`src/rtl/tnet_tx_initiator.sv`:
```
// rtl/tnet_tx_initiator.sv - tnet transmit initiator: command FIFO, packet packing, 4-phase req/ack
// Commands are queued, packed into 128-bit packets and offered one at a time to the link controller.
module tnet_tx_initiator #(
  parameter int FIFO_AW = 3,
  parameter int TMO_CYC = 1024
) (
  input  logic                 t_clk_i,
  input  logic                 t_rst_i,
  input  logic [7:0]           id_i,
  input  logic                 cmd_vld_i,
  output logic                 cmd_rdy_o,
  input  logic [7:0]           cmd_op_i,
  input  logic                 cmd_sync_i,
  input  logic [8:0]           cmd_dst_i,
  input  logic [95:0]          cmd_dt_i,
  output logic                 tx_req_o,
  output logic [127:0]         tx_dt_o,
  input  logic                 tx_ack_i,
  output logic                 busy_o,
  output logic [FIFO_AW:0]     fifo_cnt_o,
  output logic [31:0]          tx_cnt_o,
  output logic                 err_ovf_o,
  output logic                 err_tmo_o,
  input  logic                 clr_err_i
);

  localparam int DEPTH = 1 << FIFO_AW;
  localparam int TW = $clog2(TMO_CYC + 1);
  localparam logic [FIFO_AW:0] FULL_CNT = (FIFO_AW + 1)'(DEPTH);
  localparam logic [TW-1:0] TMO_MAX = TW'(TMO_CYC);
  localparam logic [TW-1:0] TMO_HIT = TW'(TMO_CYC - 1);

  typedef enum logic [1:0] {IDLE, REQ, WAIT_NACK} state_t;

  state_t               state_q, state_d;
  logic [113:0]         mem [DEPTH];
  logic [FIFO_AW-1:0]   wr_ptr, rd_ptr;
  logic [FIFO_AW:0]     cnt;
  logic [113:0]         head;
  logic                 full, empty, push, pop;
  logic                 ack_s1, ack_s;
  logic [TW-1:0]        tmo_cnt;
  logic                 in_req_wait;

  assign full        = (cnt == FULL_CNT);
  assign empty       = (cnt == '0);
  assign push        = cmd_vld_i & ~full;
  assign head        = mem[rd_ptr];
  assign cmd_rdy_o   = ~full;
  assign fifo_cnt_o  = cnt;
  assign busy_o      = (state_q != IDLE) | ~empty;
  assign in_req_wait = (state_q == REQ) & ~ack_s;

  always_ff @(posedge t_clk_i) begin
    if (push) mem[wr_ptr] <= {cmd_op_i, cmd_sync_i, cmd_dst_i, cmd_dt_i};
  end

  always_ff @(posedge t_clk_i) begin
    if (t_rst_i) begin
      wr_ptr <= '0;
      rd_ptr <= '0;
      cnt    <= '0;
      ack_s1 <= 1'b0;
      ack_s  <= 1'b0;
    end else begin
      ack_s1 <= tx_ack_i;
      ack_s  <= ack_s1;
      if (push) wr_ptr <= wr_ptr + 1'b1;
      if (pop)  rd_ptr <= rd_ptr + 1'b1;
      case ({push, pop})
        2'b10:   cnt <= cnt + 1'b1;
        2'b01:   cnt <= cnt - 1'b1;
        default: cnt <= cnt;
      endcase
    end
  end

  // A new request is only raised once the previous ack has been seen low.
  always_comb begin
    state_d = state_q;
    pop     = 1'b0;
    case (state_q)
      IDLE: begin
        if (!empty && !ack_s) begin
          pop     = 1'b1;
          state_d = REQ;
        end
      end
      REQ:       if (ack_s)  state_d = WAIT_NACK;
      WAIT_NACK: if (!ack_s) state_d = IDLE;
      default:   state_d = IDLE;
    endcase
  end

  always_ff @(posedge t_clk_i) begin
    if (t_rst_i) begin
      state_q   <= IDLE;
      tx_req_o  <= 1'b0;
      tx_dt_o   <= '0;
      tx_cnt_o  <= '0;
      tmo_cnt   <= '0;
      err_ovf_o <= 1'b0;
      err_tmo_o <= 1'b0;
    end else begin
      state_q  <= state_d;
      tx_req_o <= (state_d == REQ);
      if (pop)
        tx_dt_o <= {head[113:106], head[105], 5'b0, head[104:96], 1'b0, id_i, head[95:0]};
      if ((state_q == REQ) && ack_s) tx_cnt_o <= tx_cnt_o + 32'd1;
      if (pop)
        tmo_cnt <= '0;
      else if (in_req_wait && (tmo_cnt != TMO_MAX))
        tmo_cnt <= tmo_cnt + 1'b1;
      // Sticky errors: a set in the same cycle as clear takes priority.
      if (cmd_vld_i && full)    err_ovf_o <= 1'b1;
      else if (clr_err_i)       err_ovf_o <= 1'b0;
      if (in_req_wait && (tmo_cnt == TMO_HIT)) err_tmo_o <= 1'b1;
      else if (clr_err_i)       err_tmo_o <= 1'b0;
    end
  end

endmodule

```
`config.mk`:
```
export PLATFORM = sky130hd
export DESIGN_NAME = tnet_tx_initiator
export DESIGN_NICKNAME = d
export VERILOG_FILES = /design/src/rtl/tnet_tx_initiator.sv
export SDC_FILE = /design/constraint.sdc
export NUM_CORES = 1
export LEC_CHECK = 0
export ABC_AREA = 1
export CAP_MARGIN = 40
export CORE_MARGIN = 3
export CORE_UTILIZATION = 24
export CTS_CLUSTER_DIAMETER = 50
export CTS_CLUSTER_SIZE = 14
export DETAILED_ROUTE_END_ITERATION = 12
export GPL_ROUTABILITY_DRIVEN = 0
export HOLD_SLACK_MARGIN = 0.06
export PLACE_DENSITY = 0.39
export SYNTH_ARGS = -nofsm -noshare
export SYNTH_HDL_FRONTEND = slang
export SYNTH_SLANG_ARGS = --single-unit
export TNS_END_PERCENT = 5
```
`constraint.sdc`:
```
create_clock -name t_clk_i -period 11.92 [get_ports t_clk_i]
set_clock_uncertainty 0.05 [all_clocks]
set_input_delay 1.788 -clock t_clk_i [delete_from_list [all_inputs] [get_ports t_clk_i]]
set_output_delay 1.788 -clock t_clk_i [all_outputs]
set_load 0.1 [all_outputs]
```
# ---- Word-level counts from Yosys, hierarchy flattened
# Memory sizes are Yosys's and may differ from the RTL's. A register that Yosys moved wholly into a read port is not among the register bits.
# Index checks and enable logic that the tools add are counted.
dict set report word_totals {
  regBits 182
  ramBits 912
  input_bits 127
  output_inout_bits 169
  mem_count 1
}
dict set report classes {
  add_sub_neg 6
  n_eq_ne 8
  n_mux 12
  bitwise 6
  reduce_logical 14
}
# name depth width rd rd_clocked_by_memory_dff wr line
set memory_table {}
lappend memory_table {mem 8 114 1 1 1 36} ;# logic [113:0] mem [DEPTH];
# op n
set ops {}
lappend ops {{adder 32 x 1 -> 32 bit, second input constant} 1}
lappend ops {{adder 11 x 1 -> 11 bit, second input constant} 1}
lappend ops {{equality test 11 x 10 -> 1 bit, second input constant} 1}
lappend ops {{!= test 11 bit, second input constant} 1}
lappend ops {{case mux 4 bit (2 select lines)} 1}
lappend ops {{nonzero test 2 bit} 4}
lappend ops {{2-to-1 mux 1 bit} 7}
lappend ops {{adder 3 x 1 -> 3 bit, second input constant} 2}
lappend ops {{equality test 2 x 1 -> 1 bit, second input constant} 3}
lappend ops {{2-to-1 mux 2 bit} 3}
lappend ops {{case mux 2 bit (3 select lines)} 1}
lappend ops {{logical AND 1 bit} 5}
lappend ops {{adder 4 x 1 -> 4 bit, second input constant} 1}
lappend ops {{equality test 2 bit, second input constant} 2}
lappend ops {{equality test 4 bit, second input constant} 1}
lappend ops {{logical NOT 4 bit} 1}
lappend ops {{subtractor 4 x 1 -> 4 bit, second input constant} 1}
lappend ops {{inverter 1 bit} 3}
lappend ops {{bitwise AND 1 bit} 2}
lappend ops {{logical NOT 1 bit} 2}
lappend ops {{logical NOT 2 bit} 1}
lappend ops {{OR reduction 2 bit} 1}
lappend ops {{OR 1 bit} 1}

# ---- Longest topological paths before layout
dict set report depth {
  word_depth 7
  ltp_mapped 15
  ltp_nobuf 14
}

# ---- Worst setup path after synthesis
# OpenSTA, ideal clock, no wires.
dict set report synth_timing {
  path_kind {register to register}
  startpoint {register cnt[2] (netlist: fifo_cnt_o[2])}
  endpoint {memory mem[0][0], enable pin}
  setup_ns 0.588
  arrival_time_ns 7.281
  required_ns 11.282
  slack_ns 4.000
  stages_incl_launch_ff 7
  n_path_buf 0
  synth_period_minus_slack_ns 7.920
  path_cell_list {dfxtp_1 > inv_1 > nand3_1 > nand2_1 > inv_1 > nand2_1 > nor2_1}
}
dict set report synth_between {
  elab_chain_len 5
}
# element line
set synth_lines {}
lappend synth_lines {{start, declared} 38} ;# logic [FIFO_AW:0] cnt;
lappend synth_lines {{start signal, assigned} 71} ;# 2'b10: cnt <= cnt + 1'b1;
lappend synth_lines {{start signal, assigned} 72} ;# 2'b01: cnt <= cnt - 1'b1;
lappend synth_lines {{start signal, assigned} 73} ;# default: cnt <= cnt;
lappend synth_lines {{equality test 4 bit} 45} ;# assign full = (cnt == FULL_CNT);
lappend synth_lines {{inverter 1 bit} --}
lappend synth_lines {{net cmd_rdy_o} 11} ;# output logic cmd_rdy_o,
lappend synth_lines {{bitwise AND 1 bit} 47} ;# assign push = cmd_vld_i & ~full;
lappend synth_lines {{2-to-1 mux 1 bit} 55} ;# if (push) mem[wr_ptr] <= {cmd_op_i, cmd_sync_i, cmd_dst_i, cmd_dt_i};
lappend synth_lines {{2-to-1 mux 1 bit (implied by the code)} 55}
lappend synth_lines {{end, declared} 36}
# The timed path passes the listed nets, and every way through them passes these cells.

# ---- Worst setup path after layout
dict set report layout_timing {
  startpoint {register cnt[0] (netlist: fifo_cnt_o[0])}
  endpoint {output busy_o}
}
dict set report layout_between {
  elab_chain_len 3
}
# element line
set layout_lines {}
lappend layout_lines {{logical NOT 4 bit} 46} ;# assign empty = (cnt == '0);
lappend layout_lines {{inverter 1 bit} 51} ;# assign busy_o = (state_q != IDLE) | ~empty;
lappend layout_lines {{OR 1 bit} 51}
lappend layout_lines {{end, declared} 19} ;# output logic busy_o,
# No other way between the ends.

==> impl_results.md <==
- Status: finished clean
- Synth top area share: roughly 64%
- Area leader, netlist: edfxtp_1
- Fill cells: around 18000
- Hold Vio Cnt, Final: 0
- Commonest cells after routing, fill and taps aside: edfxtp_1 (912), nor2_1 (535), o21ai_0 (472)
- Vias in the first global route: 28190
- Final setup viols: 0
- LEAKAGE: 20.02 nW
- #FFs+latches synth: between 1000 and 1500
- Remaining DRCs: 0
- Mapped cell area: 0.04299 sq mm
- Most common cell after layout, fill and taps aside: edfxtp_1
- Clock buffer depth: 3
- WL final: ~130 mm
- FFs w/ async S/R, synth: 0%
- Routed Antenna Nets: 0
- Total GRT Usage: roughly 14%
- Worst vdd ir: about 0.20 mV
- Clk_lat worst skew: between 0.7 and 0.8 ns
- # hold bufs at CTS: 0
- Core area: about 0.18 sq mm
- Area grow syn2layout: 31.44%
- Via density: around 4.3
- Worst Tran Pin Value: 0.9351 ns
- TNS Setup: 0 ns
- P per Cell Area: 256.8 mW/mm^2
- Critical Path Sink Type: output port
- Row cnt: ~150
- Synthesized area per cell: approximately 12 sq um
- First-pass GRT wire length: between 150 and 200 mm
- H-tree depth: 4
- Seq/Total Area, Yosys: about 72%
- Drt pass-1 iters: 5
- Critical Path Fanout Max: 5
- Worst path top cell family by delay: buffers and inverters
- Yosys warnings: 0
- DIE HEIGHT: 429.2 um
- Netlist cell types: 31
- Placed cell count: 6326
- Worst-path clk slew: roughly 0.05 ns
- GR Overflow Total: 0
- Synth Flop Type: edfxtp_1
- Buf+Inv Stages, Crit Path: 2
- CP required: approximately 10 ns
- Max transition margin: between 30 and 40%
- CTS tree: built
- Synth top area cells: edfxtp_1 (64%), dfxtp_1 (8.5%), o21ai_0 (5.5%)
- Cells after Synth: between 3000 and 4000
- Post-Layout Cell Count: approximately 6600
- Width of the die: about 430 um
- Die area: between 0.15 and 0.2 sq mm
- Input/output buffers: slightly below 300
- IO Count: between 200 and 300
- Number of enable flip-flop cells after synthesis: 912
- Maxcap violations: 0
- Clock tree sinks: about 1100
- Max-slew violation count: 0
- Minimum clock period: about 4.3 ns
- Fmax: between 0.2 and 0.25 GHz
- Via count: roughly 28000
- Layout cells sized above 1: between 10% and 20%
- Period Utilization, post-route: 36.48%
- WL/cell: just under 20 um
- Largest net degree at the start of global routing: about 170
- PostCTS Resize Cnt: 0
- DR iter-0 viols: between 1500 and 2000
- Worst EP arrival: 2.51 ns
- Unrepaired setup endpoints after global routing: false
- Setup bufs post-CTS: 0
- Post-layout nets: roughly 4300
- Dpl hpwl: 74.07 mm
- Num CTS Buffers: about 140
- HP Class: flop to flop
- Critical path class: flop to output port
- CP cell instances: nor2_2, nand3_1, or2_2, clkdlybuf4s50_1, buf_16
- Slowest-stage cell, CP: clkdlybuf4s50_1
- Clk root buf: clkbuf_16
- Antenna violations before repair: 18
- Startpoint types: flop
- Initial core utilization: between 20% and 30%
- Max incr delay on CP: between 0.5 and 0.6 ns
[report_power, final]
part           switching [mW]  internal [mW]
clock                    1.81           2.67
combinational            3.58           1.70
sequential              0.230           4.53
total                    5.62           8.90
[flip-flops by register name, indices dropped and copies added (netlist names)]
signal and cells:
fifo_cnt_o 4, tx_cnt_o 32, ack_s 1, state_q 2, ack_s1 1, err_ovf_o 1
wr_ptr 3, mem 912, err_tmo_o 1, tmo_cnt 11, rd_ptr 3, tx_dt_o 122
tx_req_o 1
[area by class of cell]
cell class                      instances  area (sq um)  share of cell area (%)
Antenna cell                            6         15.01                 0.02657
Clock buffer                          161          3739                   6.616
Clock inverter                        101          1247                   2.208
Inverter                              297          1145                   2.026
Multi-Input combinational cell       2083          9728                   17.22
Sequential cell                      1094         31040                   54.93
Tap cell                             2340          2928                   5.181
Timing Repair Buffer                  512          6665                   11.80
[synth_stat cells (12+ instances only)]
library cell,instances
nand2_1,354
xor2_1,12
dfxtp_1,182
nand3_1,260
a21oi_1,260
edfxtp_1,912
buf_6,19
buf_4,32
buf_1,33
nor2_1,543
inv_1,293
nand4_1,127
buf_2,56
clkbuf_1,90
o21ai_0,472
[metal layers]
layer,GRT usage (%),up-vias,part of all wire [%]
li1,-,13880,-
met1,18.24,13820,45
met5,0,-,0.010
met3,2.477,205,3.9
met4,4.540,2,2.7
met2,23.03,534,48
[cells by family (layout without fill, tap and decap cells)]
| group | after synthesis | in the layout | share of synthesized area (%) |
|---|---|---|---|
| and+or+nand+nor | 1309 | 1309 | 13.15 |
| DFF | 1094 | 1094 | 72.17 |
| AOI/OAI and AO/OA | 745 | 745 | 8.748 |
| buffers and inverters | 527 | 1071 | 5.381 |
| xor gates and xnor gates | 15 | 15 | 0.3056 |
| adders and majority gates | 8 | 8 | 0.2328 |
| other | 1 | 12 | 0.008722 |
[tightest hold or removal path: cells and delay by family (launching register included)]
kind | cells | cell delay, ns
buffers and inverters | 1 | 0.05
DFF | 1 | 0.30
and+or+nand+nor | 1 | 0.04
[through the flow]
step,utilization (%),power (mW),setup slack [ns],cell area (sq um),hold slack [ns]
after global routing,31.91,15.24,7.369,56500,0.4193
after global placement,27.14,9.348,6.846,48060,0.3802
after CTS,31.90,14.78,7.448,56490,0.3918
after floorplan,-,8.019,4.000,43010,0.3383
after detailed placement,29.09,10.22,6.956,51510,0.3684
final,31.91,14.51,7.572,56510,0.3850
[final timing paths]
path	depth (start not counted)	slack (ns)	end	startpoint
worst max-delay path	5	7.57	busy_o	fifo_cnt_o[0]
worst min-delay path	2	0.39	ack_s	ack_s1
worst max register to register	9	8.72	mem[1][27]	fifo_cnt_o[2]
worst min register to register	2	0.39	ack_s	ack_s1
Note: power is estimated with default switching activity, not from simulation.
